$ cat src/rtl/combat_resolver_pkg.sv
// Shared encodings and default tuning for the combat resolver, the player FSMs and the HUD.
package combat_resolver_pkg;

   // Per-player stun state.
   typedef enum logic [1:0] {
      STUN_NONE  = 2'd0,
      STUN_HIT   = 2'd1,
      STUN_BLOCK = 2'd2
   } stun_state_t;

   // Match progress.
   typedef enum logic {
      MATCH_FIGHT = 1'b0,
      MATCH_OVER  = 1'b1
   } match_state_t;

   // Winner codes.
   localparam logic [1:0] WIN_NONE = 2'b00;
   localparam logic [1:0] WIN_P1   = 2'b01;
   localparam logic [1:0] WIN_P2   = 2'b10;
   localparam logic [1:0] WIN_DRAW = 2'b11;

   // Default gameplay constants.
   localparam logic [9:0] DEF_HITBOX_W         = 10'd16;
   localparam logic [7:0] DEF_HITSTUN_FRAMES   = 8'd20;
   localparam logic [7:0] DEF_BLOCKSTUN_FRAMES = 8'd10;
   localparam logic [2:0] DEF_HEALTH_MAX       = 3'd3;
   localparam logic [2:0] DEF_HIT_DAMAGE       = 3'd1;

   // Health subtraction that bottoms out at zero.
   function automatic logic [2:0] sat_sub(input logic [2:0] a, input logic [2:0] b);
      if (a > b) begin
         return a - b;
      end else begin
         return 3'd0;
      end
   endfunction

endpackage

$ cat src/rtl/combat_resolver_stun_timer.sv
// Per-player stun FSM: NONE / HIT / BLOCK with a frame counter.
// A hit always (re)loads hitstun; a block cannot interrupt hitstun.
module stun_timer
   import combat_resolver_pkg::*;
#(
   parameter logic [7:0] HIT_FRAMES   = DEF_HITSTUN_FRAMES,
   parameter logic [7:0] BLOCK_FRAMES = DEF_BLOCKSTUN_FRAMES
) (
   input  logic clk_game,
   input  logic reset,
   input  logic hit_event,
   input  logic block_event,
   output logic in_hitstun,
   output logic in_blockstun
);

   stun_state_t state_r;
   logic [7:0]  count_r;

   // Stun state, counter and registered stun levels.
   always_ff @(posedge clk_game or posedge reset) begin
      if (reset) begin
         state_r      <= STUN_NONE;
         count_r      <= 8'd0;
         in_hitstun   <= 1'b0;
         in_blockstun <= 1'b0;
      end else if (hit_event) begin
         state_r      <= STUN_HIT;
         count_r      <= HIT_FRAMES - 8'd1;
         in_hitstun   <= 1'b1;
         in_blockstun <= 1'b0;
      end else if (block_event && (state_r != STUN_HIT)) begin
         state_r      <= STUN_BLOCK;
         count_r      <= BLOCK_FRAMES - 8'd1;
         in_hitstun   <= 1'b0;
         in_blockstun <= 1'b1;
      end else begin
         case (state_r)
            STUN_HIT, STUN_BLOCK: begin
               if (count_r == 8'd0) begin
                  state_r      <= STUN_NONE;
                  in_hitstun   <= 1'b0;
                  in_blockstun <= 1'b0;
               end else begin
                  count_r <= count_r - 8'd1;
               end
            end
            STUN_NONE: begin
               count_r      <= 8'd0;
               in_hitstun   <= 1'b0;
               in_blockstun <= 1'b0;
            end
            default: begin
               state_r      <= STUN_NONE;
               count_r      <= 8'd0;
               in_hitstun   <= 1'b0;
               in_blockstun <= 1'b0;
            end
         endcase
      end
   end

endmodule

$ cat src/rtl/combat_resolver.sv
// Combat resolver: range check, hit/block decision, stun timers, health and match end.
// P1 is always left of P2; one shared range decides reach in both directions.
module combat_resolver
   import combat_resolver_pkg::*;
#(
   parameter logic [9:0] HITBOX_W         = DEF_HITBOX_W,
   parameter logic [7:0] HITSTUN_FRAMES   = DEF_HITSTUN_FRAMES,
   parameter logic [7:0] BLOCKSTUN_FRAMES = DEF_BLOCKSTUN_FRAMES,
   parameter logic [2:0] HEALTH_MAX       = DEF_HEALTH_MAX,
   parameter logic [2:0] HIT_DAMAGE       = DEF_HIT_DAMAGE
) (
   input  logic       clk_game,
   input  logic       reset,
   input  logic [9:0] p1_x_pos,
   input  logic [9:0] p1_width,
   input  logic       p1_attack_active,
   input  logic       p1_moving_backward,
   input  logic [9:0] p2_x_pos,
   input  logic [9:0] p2_width,
   input  logic       p2_attack_active,
   input  logic       p2_moving_backward,
   output logic       p1_in_hitstun,
   output logic       p1_in_blockstun,
   output logic       p2_in_hitstun,
   output logic       p2_in_blockstun,
   output logic [2:0] p1_health,
   output logic [2:0] p2_health,
   output logic       game_over,
   output logic [1:0] winner
);

   match_state_t match_r;
   logic         p1_connected_r;
   logic         p2_connected_r;
   logic [11:0]  reach_s;
   logic         in_range_s;
   logic         p1_qualify_s;
   logic         p2_qualify_s;
   logic         p1_hit_s;
   logic         p1_block_s;
   logic         p2_hit_s;
   logic         p2_block_s;

   // Range and event decode; the extra headroom bit keeps the sum from wrapping.
   // p1_hit_s / p1_block_s describe what happens to P1 (attacked by P2).
   always_comb begin
      reach_s      = {2'b00, p1_x_pos} + {2'b00, p1_width} + {2'b00, HITBOX_W};
      in_range_s   = (reach_s > {2'b00, p2_x_pos});
      p1_qualify_s = (match_r == MATCH_FIGHT) && p1_attack_active && !p1_connected_r && in_range_s;
      p2_qualify_s = (match_r == MATCH_FIGHT) && p2_attack_active && !p2_connected_r && in_range_s;
      p2_block_s   = p1_qualify_s && p2_moving_backward && !p2_in_hitstun;
      p2_hit_s     = p1_qualify_s && !p2_block_s;
      p1_block_s   = p2_qualify_s && p1_moving_backward && !p1_in_hitstun;
      p1_hit_s     = p2_qualify_s && !p1_block_s;
   end

   // Connect latches: one event per attack, re-armed when the attack ends.
   always_ff @(posedge clk_game or posedge reset) begin
      if (reset) begin
         p1_connected_r <= 1'b0;
         p2_connected_r <= 1'b0;
      end else begin
         if (!p1_attack_active) begin
            p1_connected_r <= 1'b0;
         end else if (p1_qualify_s) begin
            p1_connected_r <= 1'b1;
         end else begin
            p1_connected_r <= p1_connected_r;
         end
         if (!p2_attack_active) begin
            p2_connected_r <= 1'b0;
         end else if (p2_qualify_s) begin
            p2_connected_r <= 1'b1;
         end else begin
            p2_connected_r <= p2_connected_r;
         end
      end
   end

   // Health bookkeeping and match FSM; events are already gated off in OVER.
   always_ff @(posedge clk_game or posedge reset) begin
      if (reset) begin
         p1_health <= HEALTH_MAX;
         p2_health <= HEALTH_MAX;
         match_r   <= MATCH_FIGHT;
         game_over <= 1'b0;
         winner    <= WIN_NONE;
      end else begin
         if (p1_hit_s) begin
            p1_health <= sat_sub(p1_health, HIT_DAMAGE);
         end else begin
            p1_health <= p1_health;
         end
         if (p2_hit_s) begin
            p2_health <= sat_sub(p2_health, HIT_DAMAGE);
         end else begin
            p2_health <= p2_health;
         end
         case (match_r)
            MATCH_FIGHT: begin
               if ((p1_health == 3'd0) || (p2_health == 3'd0)) begin
                  match_r   <= MATCH_OVER;
                  game_over <= 1'b1;
                  case ({p1_health == 3'd0, p2_health == 3'd0})
                     2'b01:   winner <= WIN_P1;
                     2'b10:   winner <= WIN_P2;
                     2'b11:   winner <= WIN_DRAW;
                     default: winner <= WIN_NONE;
                  endcase
               end else begin
                  match_r <= MATCH_FIGHT;
               end
            end
            MATCH_OVER: begin
               match_r   <= MATCH_OVER;
               game_over <= 1'b1;
            end
            default: begin
               match_r <= MATCH_FIGHT;
            end
         endcase
      end
   end

   stun_timer #(
      .HIT_FRAMES   (HITSTUN_FRAMES),
      .BLOCK_FRAMES (BLOCKSTUN_FRAMES)
   ) u_p1_stun (
      .clk_game     (clk_game),
      .reset        (reset),
      .hit_event    (p1_hit_s),
      .block_event  (p1_block_s),
      .in_hitstun   (p1_in_hitstun),
      .in_blockstun (p1_in_blockstun)
   );

   stun_timer #(
      .HIT_FRAMES   (HITSTUN_FRAMES),
      .BLOCK_FRAMES (BLOCKSTUN_FRAMES)
   ) u_p2_stun (
      .clk_game     (clk_game),
      .reset        (reset),
      .hit_event    (p2_hit_s),
      .block_event  (p2_block_s),
      .in_hitstun   (p2_in_hitstun),
      .in_blockstun (p2_in_blockstun)
   );

endmodule

$ cat config.mk
export PLATFORM = sky130hd
export DESIGN_NAME = combat_resolver
export DESIGN_NICKNAME = d
export VERILOG_FILES = /design/src/rtl/combat_resolver_pkg.sv /design/src/rtl/combat_resolver_stun_timer.sv /design/src/rtl/combat_resolver.sv
export SDC_FILE = /design/constraint.sdc
export NUM_CORES = 1
export LEC_CHECK = 0
export CAP_MARGIN = 20
export CORE_UTILIZATION = 51
export CTS_BUF_LIST = sky130_fd_sc_hd__clkbuf_2 sky130_fd_sc_hd__clkbuf_4 sky130_fd_sc_hd__clkbuf_8
export DETAILED_ROUTE_END_ITERATION = 6
export HOLD_SLACK_MARGIN = 0.03
export PLACE_DENSITY = 0.8
export SLEW_MARGIN = 15
export SYNTH_ARGS = -nofsm -noshare
export SYNTH_HDL_FRONTEND = slang
export SYNTH_SLANG_ARGS = --single-unit
$ cat constraint.sdc
create_clock -name clk_game -period 5.7 [get_ports clk_game]
set_input_delay 0.855 -clock clk_game [delete_from_list [all_inputs] [get_ports clk_game]]
set_output_delay 0.855 -clock clk_game [all_outputs]
set_load 0.01 [all_outputs]
==> summary.txt, run 1 <==
Setup path
  – R2R setup slack: 3.56 ns
  – Worst setup startpoint: p1_x_pos[1]
  – Worst reg2reg path endpoint: u_p2_stun.state_r[0]
  – Crit path depth: 18
  – Crit end category: register
  – Most Frequent Cell on Critical Path: ha_1
  – Worst path slowest cell: fa_1
  – WP data arrival: 5.04 ns
  – Kind of critical path: in2reg
  – WP data required: just under 6 ns
  – Crit-path max FO: 11
  – Crit path cell chain: clkdlybuf4s50_1 -> ha_1 -> ha_1 -> fa_1 -> a211oi_1 -> o21bai_1 -> a21oi_1 -> o21bai_1 -> a21oi_1 -> xnor2_1 -> ha_1 -> a211oi_1 -> o21ai_0 -> a221o_1 -> a2bb2oi_1 -> buf_4 -> a21boi_2 -> mux2_1
  – CP Buf/Inv Count: 2
  – CP Launch Type: primary input
  – Worst R2R Path Depth: 6
  – CP peak stage delay: around 0.42 ns
  – FF-to-FF Start: u_p2_stun.count_r[2]
  – CP delay by family, top: compound AO/OA/AOI/OAI gates

Synthesis
  – Post-synthesis instance total: 300
  – Count leader, synth: ha_1
  – Area leader, netlist: dfrtp_1
  – EDFF count, synth: 0
  – Area fraction of the dominant cell type after synthesis: between 20% and 30%
  – Top_reg_cell synth: dfrtp_1
  – YS warnings: 0
  – Asr flop ratio synth: 100.0%
  – Yosys cell types: 52
  – Post-synthesis net count: 390
  – Dominant cells by area after synthesis: dfrtp_1, ha_1, xnor2_1
  – Mean Syn Cell Area: roughly 9.5 um^2
  – FF+latch count, synth: 36
  – Commonest cells in the netlist: ha_1, inv_1, dfrtp_1
  – Mapped Area: 2835 um^2
  – Seq/Total Area, Yosys: 31.95%

Power
  – Overall Power: ~670 uW
  – P_leak: between 1.5 and 2 nW
  – Power Density: 192.5 nW/um^2
  – Max VDD drop: 0.1652 mV

Run
  – MaxCap Viol Count: 0

Drt
  – Drt pass-1 iters: 6
  – DRT Wirelength: 5779 um
  – Antenna-violating nets left: 0
  – Vias per cell: 5.478
  – Number of remaining DRC errors: 0
  – Initial DRC Count: between 100 and 150
  – DR vias: 2317
  – DR WL/cell: 13.66 um

Placed design
  – Post-DP HPWL: 4443 um
  – Cell Area, Placed: around 3400 um^2
  – Routability cong.: 0.8037
  – Port Buffers: between 40 and 50

Global route
  – Number of global-route vias before repair: approximately 2300
  – First-pass GRT wire length: between 10000 and 15000 um
  – Initial antenna violation count: 0
  – Grt ovf: 0
  – Largest net degree at the start of global routing: 37
  – GRT Total Usage: 21.41%

Worst hold path
  – Hold wc startpoint: game_over
  – Hold WC Path Type: reg2reg
  – Hold path cells: 1
  – Hold worst-path end: game_over

CTS
  – Post-CTS Setup Inserts: 0
  – CTS tree: done
  – H-tree Lvls: 2
  – Post_cts resized: 0
  – Num Clock Sinks: 36
  – Clock Latency Late Sink: 0.29 ns
  – Clk slew on worst S/H paths: 0.07 ns
  – Hold_buf cts: 0
  – Total CTS buffers: 5
  – CTS Root Cell: clkbuf_8
  – CTS Buffer Depth: 2

Cells and area
  – Synth-to-Final Area Change: 22.59%
  – Fin util: 66.36%
  – Finished Cell Area: 3476 um^2
  – Final #Nets: about 440
  – Share of layout cells above drive strength 1: 7.365%
  – Diodes inserted: 0

STA
  – Max-slew headroom: 61.75%
  – Fmax achieved: approximately 210 MHz
  – Final period util: 84.62%
  – Worst-Margin Slew: 0.5721 ns
  – Sum Neg Setup Slack: 0 ns
  – Final Hold Fails: 0
  – Final setup fails: 0
  – Hold WS: 0.4697 ns
  – Pins Over Slew Limit: 0
  – Clk_skew: roughly 0.011 ns
  – Fin crit period: roughly 4.8 ns
  – RSZ-0062 raised after global routing: no

Die
  – Die area: 5861 um^2
  – I/O pin count: 59
  – Core Area: 5238 um^2
  – Die Wd: around 77 um
  – Starting Density: 54.13%
  – Row count: 26
  – DIE HEIGHT: 76.56 um

Status
  – Status: finished, final reports clean
## sequential cells by signal, indices dropped and copies added, names as in the netlist, 2 cells and up
name               count
p2_health              3
u_p2_stun.state_r      2
u_p1_stun.state_r      2
winner                 2
u_p1_stun.count_r      8
p1_health              3
u_p2_stun.count_r      8
## routing by layer
layer	part of all wire [%]	wire length (um)	GRT usage [%]
met4	0.88	51	6.346
met3	3.3	192	4.311
met1	44	2570	25.15
met2	51	2965	39.01
met5	0	0	0
## cells in the final DEF (no fill, tap or decap), types with 10 or more instances in the layout
master / instances
dfrtp_1: 32
nand2_1: 21
a21oi_1: 21
o21ai_0: 12
clkdlybuf4s50_1: 48
ha_1: 43
a21o_1: 10
xnor2_1: 16
nor2_1: 21
inv_1: 34
## cell families (layout without fill, tap and decap cells)
family                     count (synthesis)  count (layout)  synth area share (%)
xor gates and xnor gates                  21              21                 6.487
and+or+nand+nor                           77              77                 14.70
buffers and inverters                     39              92                 5.913
AOI/OAI and AO/OA                         79              79                 19.73
adders and majority gates                 44              44                 19.68
muxes                                      4               4                 1.545
DFF                                       36              36                 31.95
## worst max path at each step
stage | to | slack, ns
3_3_place_gp | p1_health[0] | 0.65
3_5_place_dp | p1_health[0] | 0.57
5_1_grt | p1_health[0] | 0.49
2_1_floorplan | p1_health[2] | 1.30
4_1_cts | p1_health[0] | 0.87
6_report | p1_health[0] | 0.88
## through the flow
step	cells	worst slack (ns)
after floorplan	300	1.299
after global placement	415	0.6535
after detailed placement	415	0.5705
after CTS	423	0.8692
after global routing	423	0.4902
final	423	0.8764
## area by class of cell
class | count | area, um^2
Fill cell | 425 | 1762
Inverter | 34 | 127.6
Clock buffer | 7 | 90.09
Multi-Input combinational cell | 225 | 1762
Sequential cell | 36 | 905.9
Timing Repair Buffer | 50 | 495.5
Tap cell | 70 | 87.58
Clock inverter | 1 | 7.507
## where the power goes
group	switching (mW)	internal, mW
logic	0.0996	0.101
clock network	0.0937	0.103
registers	0.00690	0.265
No activity file was read; power rests on OpenSTA's default activity.
==> run 2, diff against run 1 <==
==> constraint.sdc (replaced) <==
create_clock -name clk_game -period 4.9 [get_ports clk_game]
set_input_delay 0.735 -clock clk_game [delete_from_list [all_inputs] [get_ports clk_game]]
set_output_delay 0.735 -clock clk_game [all_outputs]
set_load 0.01 [all_outputs]
==> run 2 against run 1 <==
  * Flip-flop and latch count unchanged
  * Via count grew 0.13%
  * Non-clock buffer count is 2 higher
  * Register-to-register slack worse by 0.77 ns
  * Count of clock-buffer cells in the layout is 2 lower
==> summary.txt, run 2 (synthesized netlist as in run 1, its figures left out) <==
Status
  – Status: finished, final reports clean (unchanged)

Cells and area
  – Most frequent cells in the layout: clkdlybuf4s50_1, ha_1, inv_1 (unchanged)
  – Finished Layout Cells: 425 (was 423)
  – Finished Cell Area: 3481 um^2 (was 3476 um^2)
  – Diodes inserted: 0 (unchanged)
  – Synth-to-Final Area Change: 22.77% (was 22.59%)
  – Top flop regs: u_p1_stun.count_r (8), u_p2_stun.count_r (8) (unchanged)
  – Commonest non-fill, non-tap cell in the layout: clkdlybuf4s50_1 (unchanged)
  – Fin util: 66.46% (was 66.36%)
  – Final #Nets: 444 (was 442)
  – Share of layout cells above drive strength 1: 7.887% (was 7.365%)

Setup path
  – Kind of critical path: in2reg (unchanged)
  – Crit end category: register (unchanged)
  – WP data arrival: 4.81 ns (was 5.04 ns)
  – CP delay by family, top: compound AO/OA/AOI/OAI gates (unchanged)
  – Crit path cell chain: clkdlybuf4s50_1 -> ha_1 -> ha_1 -> fa_1 -> a211oi_1 -> o21bai_1 -> a21oi_1 -> o21bai_1 -> a21oi_1 -> xnor2_1 -> ha_1 -> a211oi_1 -> o21ai_0 -> a221o_1 -> a2bb2oi_1 -> buf_4 -> a21boi_2 -> mux2_1 (unchanged)
  – CP Buf/Inv Count: 2 (unchanged)
  – CP Launch Type: primary input (unchanged)
  – Most Frequent Cell on Critical Path: ha_1 (unchanged)
  – Crit-path max FO: 11 (unchanged)
  – CP peak stage delay: 0.41 ns (was 0.42 ns)
  – WP data required: 5.11 ns (was 5.92 ns)
  – Worst path slowest cell: clkdlybuf4s50_1 (was fa_1)

Die
  – DIE HEIGHT: 76.56 um (unchanged)
  – Die Wd: 76.56 um (unchanged)
  – Row count: 26 (unchanged)
  – Starting Density: 54.13% (unchanged)
  – I/O pin count: 59 (unchanged)
  – Die area: 5861 um^2 (unchanged)
  – Core Area: 5238 um^2 (unchanged)

Global route
  – Met2 usage: 36.22% (was 39.01%)
  – Grt ovf: 0 (unchanged)
  – GRT Total Usage: 20.58% (was 21.41%)
  – First-pass GRT wire length: 9784 um (was 10060 um)
  – Met1 GRT Util: 25.57% (was 25.15%)
  – Number of global-route vias before repair: 2252 (was 2305)
  – Largest net degree at the start of global routing: 37 (unchanged)
  – Initial antenna violation count: 0 (unchanged)
  – Busiest grt layer: met2 (unchanged)
  – Met3 GRT Util: 2.275% (was 4.311%)

STA
  – Final worst slack: 0.3075 ns (was 0.8764 ns)
  – Sum Neg Setup Slack: 0 ns (unchanged)
  – Max-slew headroom: 59.56% (was 61.75%)
  – Pins Over Slew Limit: 0 (unchanged)
  – Final period util: a little over nine tenths
  – Final Hold Fails: 0 (unchanged)
  – Worst-Margin Slew: 0.6049 ns (was 0.5721 ns)
  – RSZ-0062 raised after global routing: no (unchanged)
  – Fmax achieved: 217.7 MHz
  – Clk_skew: 0.005758 ns (was 0.01122 ns)
  – Hold WS: 0.4719 ns (was 0.4697 ns)
  – Fin crit period: 4.593 ns
  – Final setup fails: 0 (unchanged)

CTS
  – Clock Latency Late Sink: 0.29 ns (about the same)
  – CTS Root Cell: clkbuf_8 (unchanged)
  – Num Clock Sinks: 36 (unchanged)
  – Total CTS buffers: 5 (unchanged)
  – CTS Buffer Depth: 2 (unchanged)
  – Post_cts resized: 0 (unchanged)
  – Clk slew on worst S/H paths: 0.07 ns (about the same)
  – Post-CTS Setup Inserts: 0 (unchanged)
  – CTS tree: done (unchanged)
  – Hold_buf cts: 0 (unchanged)
  – H-tree Lvls: 2 (unchanged)

Placed design
  – Cell Area, Placed: 3393 um^2 (was 3378 um^2)
  – Placed cells: 417 (was 415)
  – Post-DP HPWL: 4356 um (was 4443 um)
  – Routability cong.: 0.8511 (was 0.8037)
  – Port Buffers: 48 (unchanged)
  – Dpl ws: 0.01517 ns (was 0.5705 ns)

Drt
  – Vias per cell: 5.459 (was 5.478)
  – Number of remaining DRC errors: 0 (unchanged)
  – Antenna-violating nets left: 0 (unchanged)
  – DR WL/cell: 13.03 um (was 13.66 um)
  – DR vias: 2320 (was 2317)
  – Initial DRC Count: 109 (was 103)
  – DRT Wirelength: 5538 um (was 5779 um)
  – Drt pass-1 iters: 4 (was 6)

Power
  – P_leak: 1.661 nW (was 1.652 nW)
  – Overall Power: 755.5 uW (was 669.2 uW)
  – Max VDD drop: 0.2013 mV (was 0.1652 mV)
  – Power Density: 217.1 nW/um^2 (was 192.5 nW/um^2)

Run
  – MaxCap Viol Count: 0 (unchanged)

Worst hold path
  – Hold WC Path Type: reg2reg (unchanged)
==> run 2: changes by cell type in the layout (fill, tap and decap cells not counted) <==
cell	change
clkinv_4	+1
clkbuf_8	-1
buf_4	+2
clkinv_2	+2
clkinvlp_4	-1
clkbuf_4	-1
==> run 2: final timing paths <==
check                                startpoint                   end  slack [ns]  depth (start not counted)
max                                 p1_x_pos[1]          p1_health[0]        0.31                         18
min                                   game_over             game_over        0.47                          1
max reg2reg                u_p2_stun.count_r[0]  u_p2_stun.state_r[0]        2.79                          8
min reg2reg                           game_over             game_over        0.47                          1
max in group asynchronous                 reset          p1_health[1]        3.71                          3
min in group asynchronous                 reset  u_p1_stun.in_hitstun        0.84                          3
==> run 2: routing by layer <==
metal	part of all wire, %	wire, um	vias to the layer above
met2	49	2720	50
met1	46	2555	1096
met3	3.1	171	7
met4	1.6	90	0
met5	0	0	-
li1	-	-	1167
==> run 2: area by class of cell <==
| class | count | area (um^2) |
|---|---|---|
| Inverter | 34 | 127.6 |
| Timing Repair Buffer | 52 | 510.5 |
| Clock buffer | 5 | 68.82 |
| Clock inverter | 3 | 18.77 |
| Fill cell | 424 | 1757 |
| Sequential cell | 36 | 905.9 |
| Multi-Input combinational cell | 225 | 1762 |
| Tap cell | 70 | 87.58 |
==> run 2: where the power goes <==
| group | leakage [nW] | internal (mW) | total [mW] | switching (mW) |
|---|---|---|---|---|
| Clock | 0.0479 | 0.0989 | 0.207 | 0.108 |
| Sequential | 0.468 | 0.308 | 0.316 | 0.00770 |
| Combinational | 1.15 | 0.119 | 0.233 | 0.114 |
| Total | 1.66 | 0.526 | 0.756 | 0.229 |
